**config.mk**
```make
export PLATFORM = sky130hd
export DESIGN_NAME = dm_sram_ctrl
export DESIGN_NICKNAME = d
export VERILOG_FILES = /design/src/rtl/dm_sram_ctrl.sv
export SDC_FILE = /design/constraint.sdc
export NUM_CORES = 1
export LEC_CHECK = 0
export ABC_AREA = 1
export BUFFER_PORTS_ARGS = -buffer_cell sky130_fd_sc_hd__buf_4
export CORE_MARGIN = 8
export CORE_UTILIZATION = 40
export CTS_CLUSTER_SIZE = 40
export DETAILED_ROUTE_END_ITERATION = 7
export GPL_ROUTABILITY_DRIVEN = 0
export PLACE_DENSITY_LB_ADDON = 0.25
export SYNTH_ARGS = -nofsm -noshare
export SYNTH_HDL_FRONTEND = slang
export SYNTH_SLANG_ARGS = --single-unit
```
**constraint.sdc**
```tcl
create_clock -name clk -period 1.4 [get_ports clk]
set_input_delay 0.07 -clock clk [delete_from_list [all_inputs] [get_ports clk]]
set_output_delay 0.07 -clock clk [all_outputs]
set_load 0.01 [all_outputs]
```
**src/rtl/dm_sram_ctrl.sv**
```systemverilog
// dm_sram_ctrl: data-memory access controller between the CPU MEM-stage DM port
// and a single-port, word-write-only SRAM macro with RD_LAT-cycle read latency.
// Full-word stores go straight through with no stall. Byte and halfword stores
// are done as a read-modify-write. Loads stall the pipeline until sram_q is
// valid, then return the data on req_do.
//
// Ports:
//   clk, rst             clock (rising edge), asynchronous active-low reset
//   req_oe               load request
//   req_web[3:0]         active-low byte write enables (4'hF = no write)
//   req_addr, req_di     word address, store data (byte-lane aligned)
//   req_do, rdata_valid  load data and its one-cycle update pulse (registered)
//   stall                pipeline hold while an access is in flight
//   sram_ceb, sram_web   SRAM chip/write enables, active-low
//   sram_a, sram_d       SRAM address and write data
//   sram_q               SRAM read data, valid RD_LAT cycles after a read issue
module dm_sram_ctrl #(
    parameter int unsigned ADDR_W = 14,
    parameter int unsigned DATA_W = 32,   // must be 32: four byte lanes
    parameter int unsigned RD_LAT = 2     // legal 1..4
) (
    input  logic              clk,
    input  logic              rst,
    input  logic              req_oe,
    input  logic [3:0]        req_web,
    input  logic [ADDR_W-1:0] req_addr,
    input  logic [DATA_W-1:0] req_di,
    output logic [DATA_W-1:0] req_do,
    output logic              rdata_valid,
    output logic              stall,
    output logic              sram_ceb,
    output logic              sram_web,
    output logic [ADDR_W-1:0] sram_a,
    output logic [DATA_W-1:0] sram_d,
    input  logic [DATA_W-1:0] sram_q
);

    localparam int unsigned CNT_W   = 2;
    localparam int unsigned N_BYTES = 4;
    localparam logic [CNT_W-1:0] CNT_INIT = CNT_W'(RD_LAT - 1);

    typedef enum logic [1:0] {
        S_IDLE     = 2'd0,
        S_RD_WAIT  = 2'd1,
        S_RMW_WAIT = 2'd2
    } state_e;

    state_e            state_q, state_d;
    logic [CNT_W-1:0]  cnt_q, cnt_d;
    logic [DATA_W-1:0] req_do_q, req_do_d;
    logic              rdata_valid_q, rdata_valid_d;

    logic              stall_c;
    logic              ceb_c;
    logic              web_c;
    logic [ADDR_W-1:0] a_c;
    logic [DATA_W-1:0] d_c;

    logic is_wrf;
    logic is_wr;
    logic is_rd;

    // Request classification; any write enable overrides req_oe.
    assign is_wrf = (req_web == 4'h0);
    assign is_wr  = (req_web != 4'hF);
    assign is_rd  = req_oe & ~is_wr;

    // State, wait counter and load-return registers.
    always_ff @(posedge clk or negedge rst) begin
        if (!rst) begin
            state_q       <= S_IDLE;
            cnt_q         <= '0;
            req_do_q      <= '0;
            rdata_valid_q <= 1'b0;
        end else begin
            state_q       <= state_d;
            cnt_q         <= cnt_d;
            req_do_q      <= req_do_d;
            rdata_valid_q <= rdata_valid_d;
        end
    end

    // Next-state and SRAM command decode.
    always_comb begin
        state_d       = state_q;
        cnt_d         = cnt_q;
        req_do_d      = req_do_q;
        rdata_valid_d = 1'b0;
        stall_c       = 1'b0;
        ceb_c         = 1'b1;
        web_c         = 1'b1;
        a_c           = '0;
        d_c           = '0;

        unique case (state_q)
            S_IDLE: begin
                if (is_wrf) begin
                    ceb_c = 1'b0;
                    web_c = 1'b0;
                    a_c   = req_addr;
                    d_c   = req_di;
                end else if (is_wr || is_rd) begin
                    // Loads and partial stores both begin with an SRAM read.
                    ceb_c   = 1'b0;
                    a_c     = req_addr;
                    stall_c = 1'b1;
                    cnt_d   = CNT_INIT;
                    state_d = is_wr ? S_RMW_WAIT : S_RD_WAIT;
                end
            end

            S_RD_WAIT: begin
                if (cnt_q != '0) begin
                    stall_c = 1'b1;
                    cnt_d   = cnt_q - CNT_W'(1);
                end else begin
                    req_do_d      = sram_q;
                    rdata_valid_d = 1'b1;
                    state_d       = S_IDLE;
                end
            end

            S_RMW_WAIT: begin
                if (cnt_q != '0) begin
                    stall_c = 1'b1;
                    cnt_d   = cnt_q - CNT_W'(1);
                end else begin
                    ceb_c = 1'b0;
                    web_c = 1'b0;
                    a_c   = req_addr;
                    // Enabled lanes take store data, the rest keep the old word.
                    for (int unsigned i = 0; i < N_BYTES; i++) begin
                        d_c[8*i +: 8] = req_web[i] ? sram_q[8*i +: 8] : req_di[8*i +: 8];
                    end
                    state_d = S_IDLE;
                end
            end

            default: state_d = S_IDLE;
        endcase
    end

    // While reset is held, nothing reaches the SRAM and the pipeline is released.
    assign stall       = rst & stall_c;
    assign sram_ceb    = ~rst | ceb_c;
    assign sram_web    = ~rst | web_c;
    assign sram_a      = rst ? a_c : '0;
    assign sram_d      = rst ? d_c : '0;
    assign req_do      = req_do_q;
    assign rdata_valid = rdata_valid_q;

endmodule

```
# [Yosys cells after proc, flatten, opt, wreduce, memory -nomap -nowiden]
# Index checks and enable logic that the tools add are counted.
[classes] n_addsub=1 eq_ne=7 n_mux=33 bitwise=7 reduce_logical=9
[op_table] operator="$mux 32" n=3
[op_table] operator="$pmux 32 s2" n=1
[op_table] operator="$mux 14" n=4
[op_table] operator="$mux 8" n=4
[op_table] operator="$pmux 14 s2" n=1
[op_table] operator="$mux 2" n=7
[op_table] operator="$mux 1" n=8
[op_table] operator="$pmux 2 s2" n=2
[op_table] operator="$ne 2x2->1 const B" n=3
[op_table] operator="$pmux 1 s2" n=3
[op_table] operator="$logic_not 4->1" n=1
[op_table] operator="$ne 4x4->1 const B" n=1
[op_table] operator="$reduce_and 4->1" n=1
[op_table] operator="$reduce_bool 2->1" n=2
[op_table] operator="$not 1->1" n=3
[op_table] operator="$reduce_and 3->1" n=1
[op_table] operator="$and 1x1->1" n=2
[op_table] operator="$eq 2x1->1 const B" n=1
[op_table] operator="$eq 2x2->1 const B" n=1
[op_table] operator="$logic_not 2->1" n=1
[op_table] operator="$ne 2x1->1 const B" n=1
[op_table] operator="$or 1x1->1" n=2
[op_table] operator="$reduce_and 2->1" n=1
[op_table] operator="$reduce_or 2->1" n=1
[op_table] operator="other kinds (2)" n=2
[word_totals] register_bits=37 input_bits=85 out_inout_bits=82 word_cells=61

# [Longest topological paths before layout]
[depth] word_depth=8 mapped_depth=8 ltp_nobuf=8

# [Worst setup path after synthesis]
# Ideal clock, no wire load.
[synth_timing] kind="reg2out" start="register state_q[0]" end="output sram_a[10]" arrival_ns=1.382 required_time_ns=1.330 slack_ns=-0.052 stages_incl_launch_ff=8 path_buffers=3 path_cell_list="dfrtp_1 -> inv_1 -> ha_1 -> buf_2 -> buf_2 -> buf_4 -> nand3_1 -> a21oi_1"
[synth_via] elab_chain_cells=3 elab_cells_between_ends=4 classes_between="1 x eq/ne; 2 x mux; 1 x reduce/logical"
[synth_rtl] element="from (decl)" line_no="48" text="state_e state_q, state_d;"
[synth_rtl] element="from (signal assigned)" line_no="76" text="state_q <= state_d;"
[synth_rtl] element="$eq 2x2->1 or $logic_not 2->1 (tied branches)" line_no="95" text="unique case (state_q)"
[synth_rtl] element="$pmux 14 s2 *" line_no="95"
[synth_rtl] element="$mux 14 *" line_no="147" text="assign sram_a = rst ? a_c : '0;"
[synth_rtl] element="to (decl)" line_no="33" text="output logic [ADDR_W-1:0] sram_a,"
# Mark *: on every way between the ends. The rest lies on a longest branch, timed or not.

# [Worst setup path in the final report]
[layout_timing] start="register state_q[0]" end="output sram_d[10]"
[layout_via] elab_chain_cells=3 elab_cells_between_ends=4 classes_between="1 x eq/ne; 2 x mux; 1 x reduce/logical"
[layout_rtl] element="$eq 2x2->1 or $logic_not 2->1 (tied branches)" line_no="95"
[layout_rtl] element="$pmux 32 s2 *" line_no="95"
[layout_rtl] element="$mux 32 *" line_no="148" text="assign sram_d = rst ? d_c : '0;"
[layout_rtl] element="to (decl)" line_no="34" text="output logic [DATA_W-1:0] sram_d,"
# Marked as above.

==> results.sh <==
export IMPL_synth_fa_ha_area_share_pct=2.18
export IMPL_finalCriticalPeriod_ns=1.74
export IMPL_antenna_found_initial=0
export IMPL_comb_power_share_pct=65.1
export IMPL_synth_compound_area_share_pct=20.1
export IMPL_dieArea_sq_um=10100
export IMPL_synth_area_leader_cell="dfrtp_1"
export IMPL_grt_max_degree=36
export IMPL_min_to="req_do[4]"
export IMPL_drc_errors=0
export IMPL_yosys_area_share_simple_pct=33.0
export IMPL_regArea_sq_um=926
export IMPL_cts_buffers=5
export IMPL_start_kind="flop"
export IMPL_worstRegToRegCells=8
export IMPL_synth_top_family_by_area="simple AND/OR/NAND/NOR gates"
export IMPL_ant_nets=0
export IMPL_final_cell_mix="buf_4 (184), nand2_1 (66), nand3_1 (49), o21ai_1 (44), dfrtp_1 (37)"
export IMPL_report_final_hold_viol_count=0
export IMPL_synth_xor_area_share_pct=0
export IMPL_crit_chain="inv_2, ha_4, buf_6, nand4_1, a21oi_2, buf_4"
export IMPL_setup_viol=62
export IMPL_grt_pass1_vias=3617
export IMPL_drv_slew=0
export IMPL_power_leakage_nw=2.47
export IMPL_clk_pin_slew_worst_paths_ns=0.08
export IMPL_hp_class="in -> reg"
export IMPL_ys_ff_latch=37
export IMPL_num_rows=31
export IMPL_avgSynthCellArea_sq_um=6.67
export IMPL_peakVddDrop_mv=0.902
export IMPL_grt_pass1_wl_mm=17.7
export IMPL_syn_area_sq_um=2870
export IMPL_core_area_sq_um=7100
export IMPL_violations="setup timing"
export IMPL_synth_fp_nets=520
export IMPL_syn2layout_area_growth_pct=82.2
export IMPL_grt_overflow_total=0
export IMPL_min_period_over_period_pct=124
export IMPL_vias=3915
export IMPL_power_frac_seq_pct=21.9
export IMPL_clkPwrFrac_pct=13.1
export IMPL_cap_violations=0
export IMPL_clock_skew_ns=0.00478
export IMPL_setup_ws_ns=-0.339
export IMPL_drtPass1Iterations=4
export IMPL_synth_top_cell_area_share_pct=32.3
export IMPL_die_h_um=101
export IMPL_rsz0062_at_grt="yes"
export IMPL_hpwl_mm=8.52
export IMPL_drt_wirelength_per_cell_um=18.0
export IMPL_power_density_nw_per_um2=1680
export IMPL_power_mw=8.77
export IMPL_cp_top_family="buffers and inverters"
export IMPL_worstReg2RegEnd="state_q[0]"
export IMPL_worstHoldStart="sram_q[4]"
export IMPL_hold_depth=3
export IMPL_netSwitchingPower_mw=3.69
export IMPL_viasPerCell=5.51
export IMPL_required_ns=1.33
export IMPL_first_iter_violations=199
export IMPL_clock_fmax_mhz=575
export IMPL_cts_sinks=37
export IMPL_worstPathMaxFanout=11
export IMPL_cpMaxStageDelayCell="dfrtp_1"
export IMPL_initial_core_util_pct=40.4
export IMPL_tightest_slew_ns=0.524
export IMPL_p_int_mw=5.08
export IMPL_swShare_pct=42.1
export IMPL_num_fill_cells=542
export IMPL_cpPeakStageDelay_ns=0.42
export IMPL_n_antenna_cell=0
export IMPL_nNetsFinal=701
export IMPL_maxSlewHeadroom_pct=65.0
export IMPL_cts_buffer_depth=2
export IMPL_clk_latency_ns=0.29
export IMPL_ff2ff_setup_slack_ns=-0.11
export IMPL_critPathBufInv=3
export IMPL_reg2reg_from="state_q[0]"
export IMPL_criticalPathCategory="reg -> out"
export IMPL_die_x_um=101
export IMPL_grt_usage_pct=21.5
export IMPL_synth_area_top_cells="dfrtp_1 (32%), nand2_1 (11%), nand3_1 (11%)"
export IMPL_arrival_ns=1.67
export IMPL_status="finished with violations"
export IMPL_crit_path_end_kind="output port"
export IMPL_yosysSeqAreaShare_pct=32.3
export IMPL_h_tree_depth=2
export IMPL_synth_warnings=0
export IMPL_yosys_cell_types_count=22
export IMPL_clock_root_buffer="clkbuf_8"
export IMPL_cts_tree="done"
export IMPL_multi_input_area_sq_um=2040
export IMPL_drt_wl_total_mm=12.8
export IMPL_portBuffers=166
export IMPL_setup_tns_final_ns=-13.62
export IMPL_drive_above_1_share_pct=52.9
export IMPL_synth_mux_area_share_pct=0
export IMPL_num_io_pins=167
export IMPL_mostFrequentLayoutCell="buf_4"
export IMPL_synthCells=430
## repair_timing
action / 4_1_cts / 5_1_grt
endpoints found under the hold margin: 38 / 0
setup buffers: 4 / 4
gates cloned: 1 / 8
hold buffers: 2 / 0
setup endpoints to repair: 53 / 78
gates resized for setup: 15 / 130
pin swaps: 3 / 21
## power groups by stage
stage	Combinational, mW	Clock (mW)	Sequential, mW
final	5.70	1.14	1.92
after global routing	6.07	1.21	1.98
after CTS	4.76	1.16	1.83
after detailed placement	4.34	0	1.83
after global placement	4.26	0	1.81
after floorplan	1.96	0	1.99
## flip-flops by register name, summed over array words and instances, names as in the netlist
signal	count
req_do	32
cnt_q	2
state_q	2
rdata_valid	1
## worst register-to-register path, delay by kind of cell, from the launching register on
kind / cells / cell delay, ns
flops: 1 / 0.42
fa+ha+maj: 1 / 0.22
simple gates: 3 / 0.39
buf+inv: 4 / 0.43
## worst max-delay path by stage
stage,startpoint,endpoint,slack [ns],cells past startpoint
4_1_cts,state_q[0],sram_a[7],-0.28,7
6_report,state_q[0],sram_d[10],-0.34,6
3_5_place_dp,cnt_q[0],cnt_q[1],-0.04,8
2_1_floorplan,state_q[0],sram_d[10],-0.04,6
5_1_grt,state_q[0],sram_d[10],-0.44,6
3_3_place_gp,cnt_q[0],cnt_q[1],-0.03,8
## layout make-up
class	count	area share, %
clock buffers	5	1.32
clock inverters	3	1.32
inverters	45	3.23
multi-input cells	312	39.0
flip-flops and latches	37	17.7
well taps	99	2.37
repair buffers	210	35.0
## metal layers
layer	GRT usage, %	share of wire [%]	wire [um]
met5	0	0	0
met4	6.28	2.3	295
met3	6.42	8.3	1060
met2	37.5	51	6560
met1	24.4	38	4900
## cells in the mapped netlist, drive strengths merged
cell	instances
a21oi	48
buf	23
clkbuf	14
dfrtp	37
ha	5
inv	45
nand2	86
nand3	65
nand4	36
nor2	5
nor3	1
o21ai	64
or2	1
## per-stage QoR
stage / hold slack [ns] / setup slack (ns) / util [%] / cells / area [sq um]
final: 0.0398 / -0.339 / 73.6 / 711 / 5230
after global routing: 0.0330 / -0.437 / 73.6 / 711 / 5230
after CTS: 0.0465 / -0.277 / 65.4 / 701 / 4640
after detailed placement: -0.0702 / -0.0417 / 61.3 / 686 / 4350
after global placement: -0.0694 / -0.0261 / 61.3 / 686 / 4350
after floorplan: -0.226 / -0.0397 / - / 430 / 2900
## cells by family after synthesis
logic type	count (synthesis)
compound gates	112
fa+ha+maj	5
buf+inv	82
flops	37
simple gates	194
(Power assumes the default switching activity.)
